File: config.mk
export PLATFORM = sky130hd
export DESIGN_NAME = tdc_readout_arbiter_flat
export DESIGN_NICKNAME = d
export VERILOG_FILES = /design/src/rtl/tdc_readout_arbiter_pkg.sv /design/src/rtl/tdc_readout_arbiter_if.sv /design/src/rtl/tdc_readout_arbiter_sync.sv /design/src/rtl/tdc_readout_arbiter.sv /design/src/flat_wrapper.sv
export SDC_FILE = /design/constraint.sdc
export NUM_CORES = 1
export LEC_CHECK = 0
export CAP_MARGIN = 15
export CORE_AREA = 2 2 132 134
export DETAILED_ROUTE_END_ITERATION = 6
export DIE_AREA = 0 0 134 136
export PLACE_DENSITY = 0.7
export SYNTH_ARGS = -nofsm -noshare
export SYNTH_HDL_FRONTEND = slang
export SYNTH_SLANG_ARGS = --single-unit
File: constraint.sdc
create_clock -name clk -period 1.93 [get_ports clk]
set_input_delay 0.2895 -clock clk [delete_from_list [all_inputs] [get_ports clk]]
set_output_delay 0.2895 -clock clk [all_outputs]
set_load 0.05 [all_outputs]
File: src/rtl/tdc_readout_arbiter_pkg.sv
// tdc_readout_arbiter_pkg: shared FSM state, event record type and sync depth for the TDC readout arbiter
package TDCReadoutPkg;

    localparam int TDC_SYNC_STAGES = 2;
    localparam int TDC_CHAN_W      = 4;

    typedef enum logic [1:0] {
        IDLE,
        CAPTURE,
        SEND,
        CLEAR
    } arb_state_t;

    typedef struct packed {
        logic [TDC_CHAN_W-1:0] chan;
        logic [31:0]           timestamp;
        logic [31:0]           tot;
    } tdc_event_t;

endpackage

File: src/rtl/tdc_readout_arbiter_if.sv
// tdc_readout_arbiter_if: valid/ready event record stream from the arbiter to the DAQ consumer
interface tdc_readout_arbiter_if #(
    parameter int CHAN_W = 4
);
    logic              out_valid;
    logic              out_ready;
    logic [CHAN_W-1:0] out_chan;
    logic [31:0]       out_timestamp;
    logic [31:0]       out_tot;

    modport master (
        output out_valid,
        output out_chan,
        output out_timestamp,
        output out_tot,
        input  out_ready
    );

    modport slave (
        input  out_valid,
        input  out_chan,
        input  out_timestamp,
        input  out_tot,
        output out_ready
    );
endinterface

File: src/rtl/tdc_readout_arbiter_sync.sv
// tdc_sync_2ff: multi-bit flag synchronizer, each bit resynchronized independently
module tdc_sync_2ff
    import TDCReadoutPkg::*;
#(
    parameter int W = 1
) (
    input  logic         clk,
    input  logic         rst_n,
    input  logic [W-1:0] d_i,
    output logic [W-1:0] q_o
);

    logic [TDC_SYNC_STAGES-1:0][W-1:0] sync_q;

    // shift the asynchronous flags through the synchronizer stages
    always_ff @(posedge clk or negedge rst_n) begin
        if (!rst_n) sync_q <= '0;
        else        sync_q <= {sync_q[TDC_SYNC_STAGES-2:0], d_i};
    end

    assign q_o = sync_q[TDC_SYNC_STAGES-1];

endmodule

File: src/rtl/tdc_readout_arbiter.sv
// tdc_readout_arbiter: grants one flagged TDC channel at a time, streams its record, then clears it (TDC_ARB_ROUND_ROBIN_EN selects round-robin over fixed priority)
module tdc_readout_arbiter
    import TDCReadoutPkg::*;
#(
    parameter int N_CHANNELS = 4,
    parameter int CHAN_W     = 4
) (
    input  logic                        clk,
    input  logic                        rst_n,
    input  logic                        enable,
    input  logic [N_CHANNELS-1:0]       has_event,
    input  logic [N_CHANNELS-1:0][31:0] timestamp,
    input  logic [N_CHANNELS-1:0][31:0] tot,
    output logic [N_CHANNELS-1:0]       clear,
    output logic                        busy,
    tdc_readout_arbiter_if.master       out_if
);

    arb_state_t            state_q, state_d;
    logic [CHAN_W-1:0]     g_q, g_d;
    logic                  valid_q, valid_d;
    logic [N_CHANNELS-1:0] clear_q, clear_d;
    logic                  busy_q;
    tdc_event_t            evt_q, cap;
    logic [N_CHANNELS-1:0] evt_s;
    logic [N_CHANNELS-1:0] g_oh;
    logic [CHAN_W-1:0]     start;

    // picks the pending channel closest (cyclically) at or after start
    function automatic logic [CHAN_W-1:0] pick(input logic [N_CHANNELS-1:0] req, input logic [CHAN_W-1:0] first);
        logic [CHAN_W-1:0] g;
        int                best;
        int                off;
        g    = '0;
        best = N_CHANNELS;
        for (int i = 0; i < N_CHANNELS; i++) begin
            off = (i - int'(first) + N_CHANNELS) % N_CHANNELS;
            if (req[i] && off < best) begin
                best = off;
                g    = CHAN_W'(i);
            end
        end
        return g;
    endfunction

    tdc_sync_2ff #(.W(N_CHANNELS)) u_sync (
        .clk   (clk),
        .rst_n (rst_n),
        .d_i   (has_event),
        .q_o   (evt_s)
    );

    assign g_oh = N_CHANNELS'(1) << g_q;

`ifdef TDC_ARB_ROUND_ROBIN_EN
    logic [CHAN_W-1:0] ptr_q;

    // pointer holds the next search start, advanced as a grant enters CLEAR
    always_ff @(posedge clk or negedge rst_n) begin
        if (!rst_n) ptr_q <= '0;
        else        ptr_q <= (state_q == SEND && state_d == CLEAR) ? ((g_q == CHAN_W'(N_CHANNELS-1)) ? '0 : g_q + 1'b1) : ptr_q;
    end

    assign start = ptr_q;
`else
    assign start = '0;
`endif

    // mux the granted channel's timestamp and tot into a record
    always_comb begin
        cap = '{chan: TDC_CHAN_W'(g_q), timestamp: 32'h0, tot: 32'h0};
        for (int i = 0; i < N_CHANNELS; i++) begin
            if (g_q == CHAN_W'(i)) begin
                cap.timestamp = timestamp[i];
                cap.tot       = tot[i];
            end
        end
    end

    // next-state and next-output logic; outputs are registered from these
    always_comb begin
        state_d = state_q;
        g_d     = g_q;
        valid_d = 1'b0;
        clear_d = '0;
        case (state_q)
            IDLE: begin
                if (enable && |evt_s) begin
                    state_d = CAPTURE;
                    g_d     = pick(evt_s, start);
                end
            end
            CAPTURE: begin
                state_d = SEND;
                valid_d = 1'b1;
            end
            SEND: begin
                state_d = out_if.out_ready ? CLEAR : SEND;
                valid_d = !out_if.out_ready;
                clear_d = out_if.out_ready ? g_oh : '0;
            end
            CLEAR: begin
                state_d = |(evt_s & g_oh) ? CLEAR : IDLE;
                clear_d = |(evt_s & g_oh) ? g_oh : '0;
            end
            default: state_d = IDLE;
        endcase
    end

    // state, registered outputs and the record latched in CAPTURE
    always_ff @(posedge clk or negedge rst_n) begin
        if (!rst_n) begin
            state_q <= IDLE;
            g_q     <= '0;
            valid_q <= 1'b0;
            clear_q <= '0;
            busy_q  <= 1'b0;
            evt_q   <= '0;
        end else begin
            state_q <= state_d;
            g_q     <= g_d;
            valid_q <= valid_d;
            clear_q <= clear_d;
            busy_q  <= state_d != IDLE;
            evt_q   <= (state_q == CAPTURE) ? cap : evt_q;
        end
    end

    assign clear                = clear_q;
    assign busy                 = busy_q;
    assign out_if.out_valid     = valid_q;
    assign out_if.out_chan      = CHAN_W'(evt_q.chan);
    assign out_if.out_timestamp = evt_q.timestamp;
    assign out_if.out_tot       = evt_q.tot;

endmodule
File: src/flat_wrapper.sv
// flat-port wrapper written by rule: the top's interface ports become plain ports
module tdc_readout_arbiter_flat import TDCReadoutPkg::*;
#(
    parameter int N_CHANNELS = 4,
    parameter int CHAN_W     = 4
)
  (clk, rst_n, enable, has_event, timestamp, tot, clear, busy, out_if_out_valid, out_if_out_chan, out_if_out_timestamp, out_if_out_tot, out_if_out_ready);
  tdc_readout_arbiter_if #(.CHAN_W(CHAN_W)) out_if_i ();
  input  logic clk;
  input  logic rst_n;
  input  logic enable;
  input  logic [N_CHANNELS-1:0] has_event;
  input  logic [N_CHANNELS-1:0][31:0] timestamp;
  input  logic [N_CHANNELS-1:0][31:0] tot;
  output logic [N_CHANNELS-1:0] clear;
  output logic busy;
  output wire logic [$bits(out_if_i.out_valid)-1:0] out_if_out_valid;
  output wire logic [$bits(out_if_i.out_chan)-1:0] out_if_out_chan;
  output wire logic [$bits(out_if_i.out_timestamp)-1:0] out_if_out_timestamp;
  output wire logic [$bits(out_if_i.out_tot)-1:0] out_if_out_tot;
  input wire logic [$bits(out_if_i.out_ready)-1:0] out_if_out_ready;
  assign out_if_out_valid = out_if_i.out_valid;
  assign out_if_out_chan = out_if_i.out_chan;
  assign out_if_out_timestamp = out_if_i.out_timestamp;
  assign out_if_out_tot = out_if_i.out_tot;
  assign out_if_i.out_ready = out_if_out_ready;
  tdc_readout_arbiter #(.N_CHANNELS(N_CHANNELS), .CHAN_W(CHAN_W)) u_core (.clk(clk), .rst_n(rst_n), .enable(enable), .has_event(has_event), .timestamp(timestamp), .tot(tot), .clear(clear), .busy(busy), .out_if(out_if_i));
endmodule
==> key figures <==
Setup path
  – CP arrival: 1.54 ns
  – CP required: 1.64 ns
  – Setup crit end kind: output port
  – Max stage delay on crit path: 0.85 ns
  – Worst path slowest cell: clkdlybuf4s50_1
  – Top Family by Delay on Critical Path: buffers and inverters
  – Startpoint Class: flop
  – Crit-path cells: clkdlybuf4s50_1
  – Max Fanout on Critical Path: 2
  – CP Buf/Inv Count: 1
  – Worst Setup Path Type: reg -> out

Drt
  – Total number of vias: 3967
  – Routed WL: 16100 um
  – Drt pass-1 iters: 4
  – Met1 WL: 6020 um
  – Uppermost routed layer: met4
  – Met2 routed WL: 8740 um
  – Residual DRC: 0
  – Drt wl/cell: 19.2 um
  – Remaining antenna violation count: 0
  – Met3 WL post-DR: 1090 um
  – Initial DRC Count: 67
  – Drt via density: 4.73

Clock tree
  – Maximum clock path buffer count: 2
  – CTS sink cnt: 84
  – CTS Buf Count: 9
  – CTS tree: built
  – Clk_lat worst skew: 0.34 ns
  – Post-CTS sizing: 0
  – Post-CTS Hold Fix Bufs: 1
  – Clk root buf: clkbuf_16
  – Clock Pin Slew Worst Setup and Hold Paths: 0.07 ns
  – H-tree depth: 3
  – Postcts setup bufs: 0

Synth
  – Post-synthesis register bit count: 84
  – Share of the yosys chip area belonging to registers: 42.0%
  – Number of distinct library cells after synthesis: 30
  – Synth Area per Inst: 18.2 sq um
  – Syn Std Cell Area: 5000 sq um
  – Gate Count Post-Synth: 275
  – Synth warnings: 0

Min path
  – Hold/Removal Path Class: reg -> reg

Floorplan
  – Full die area: 18200 sq um
  – Starting Density: 29.7%
  – Core Area: 16900 sq um
  – Die Span Y: 136 um
  – Die Wd: 134 um
  – Cell Rows: 48
  – # IOs: 338

Cells and area
  – Most frequent cells in the layout: 334 x clkdlybuf4s50_1, 82 x dfrtp_1, 64 x mux4_2
  – Core Util, Final: 52.7%
  – Non-Filler Instances: 839
  – Area growth, synth to finish: 77.8%
  – N_diodes: 0
  – Share of layout cells above drive strength 1: 26.7%
  – Most common cell after layout, fill and taps aside: clkdlybuf4s50_1
  – NumNets Final: 878

Pwr
  – Power Density: 1600 nW/um^2
  – Total chip power: 14.2 mW
  – Peak VDD IR: 0.690 mV
  – LEAKAGE: 3.48 nW

GRT
  – Vias in the first global route: 4425
  – First-pass GRT wire length: 24600 um
  – Largest net degree at the start of global routing: 45
  – Grt total ovfl: 0
  – Initial antenna violation count: 0
  – GR Util All Layers: 17.8%

Timing
  – Actual slew at the worst max-slew pin: 0.570 ns
  – Crit path time final: 1.83 ns
  – Fin crit share: 95.0%
  – Clock Skews: 0.00836 ns
  – F_max: 0.545 GHz
  – Max transition margin: 61.9%
  – RSZ-0062 raised after global routing: no
  – Setup TNS: 0 ns
  – Final setup viols: 0
  – Endpoints failing hold: 0
  – Slew Limit Fails: 0

Status
  – Status: complete, no violations

Placed design
  – Post-DP HPWL: 13000 um
  – Placed cells: 822
  – IO buf count: 335
  – Placer Congestion: 0.833

Run
  – Max Cap Viol: 0
## sequential cells by signal, summed over array words and instances (netlist names)
name and flops:
u_core.g_q 2, u_core.out_if.out_tot 32, u_core.clear 4, u_core.out_if.out_timestamp 32
u_core.u_sync.sync_q 4, u_core.u_sync.q_o 4, u_core.out_if.out_valid 1, u_core.busy 1
u_core.out_if.out_chan 2, u_core.state_q 2
## where the power goes
group / switching, mW / internal [mW] / leakage, nW / total (mW)
clock network: 0.740 / 0.914 / 0.127 / 1.65
logic: 4.75 / 4.65 / 2.36 / 9.40
registers: 0.572 / 2.61 / 0.989 / 3.18
## cell usage after synthesis
master,number,area [sq um]
mux2_4,60,901
nand2b_1,1,6.26
ha_1,5,62.6
mux2_2,6,67.6
buf_6,2,22.5
nor3_1,1,5.00
o21ai_0,1,5.00
o22ai_1,1,6.26
and3b_1,1,8.76
nand2_1,4,15.0
nor2b_1,1,6.26
buf_4,4,30.0
o41a_1,2,22.5
a21oi_1,2,10.0
nor2_1,1,3.75
buf_2,9,45.0
o21a_1,1,7.51
buf_12,6,120
clkbuf_1,5,18.8
o221a_2,1,11.3
a31oi_1,1,6.26
dfrtp_1,84,2100
or2_2,1,6.26
conb_1,1,3.75
inv_1,3,11.3
mux4_2,64,1440
o31ai_1,1,7.51
or2_1,1,6.26
mux2i_1,3,30.0
nor3b_1,2,15.0
## per-stage QoR
step | cell area [sq um] | setup WS, ns | hold slack (ns)
6_report | 8900 | 0.0956 | 0.354
5_1_grt | 8900 | 0.0219 | 0.364
4_1_cts | 8900 | 0.0461 | 0.356
3_5_place_dp | 8600 | 0.178 | 0.181
3_3_place_gp | 8600 | 0.248 | 0.179
2_1_floorplan | 5010 | 0.169 | -0.00609
## cell families after synthesis
kind of cell	synth area share, %
simple gates	1.45
mux	48.7
flops	42.0
fa+ha+maj	1.25
compound gates	1.53
other cells	0.0749
buf+inv	4.95
## per-layer routing
metal | up-vias | track usage, %
met3 | 16 | 4.10
met1 | 2015 | 20.4
met4 | 0 | 5.32
met2 | 179 | 32.9
met5 | - | 0
li1 | 1757 | -
## worst paths after layout
path	depth (start not counted)	end	from	slack [ns]
max	1	out_if_out_chan[0]	u_core.out_if.out_chan[0]	0.1
min reg2reg	0	u_core.u_sync.q_o[3]	u_core.u_sync.sync_q[3]	0.35
max in group asynchronous	3	u_core.out_if.out_timestamp[1]	rst_n	0.94
min	0	u_core.u_sync.q_o[3]	u_core.u_sync.sync_q[3]	0.35
min in group asynchronous	2	u_core.out_if.out_tot[2]	rst_n	0.37
max reg2reg	4	u_core.out_if.out_timestamp[8]	u_core.state_q[1]	0.18
## final cells by class
cell class / count / area [sq um]
fill: 1424 / 7980
timing repair buffer: 348 / 3540
multi-input combinational: 163 / 2670
sequential: 84 / 2110
tap: 225 / 282
clock buffer: 10 / 239
clock inverter: 6 / 47.5
inverter: 3 / 11.3
Power figures use the tool's default switching activity.
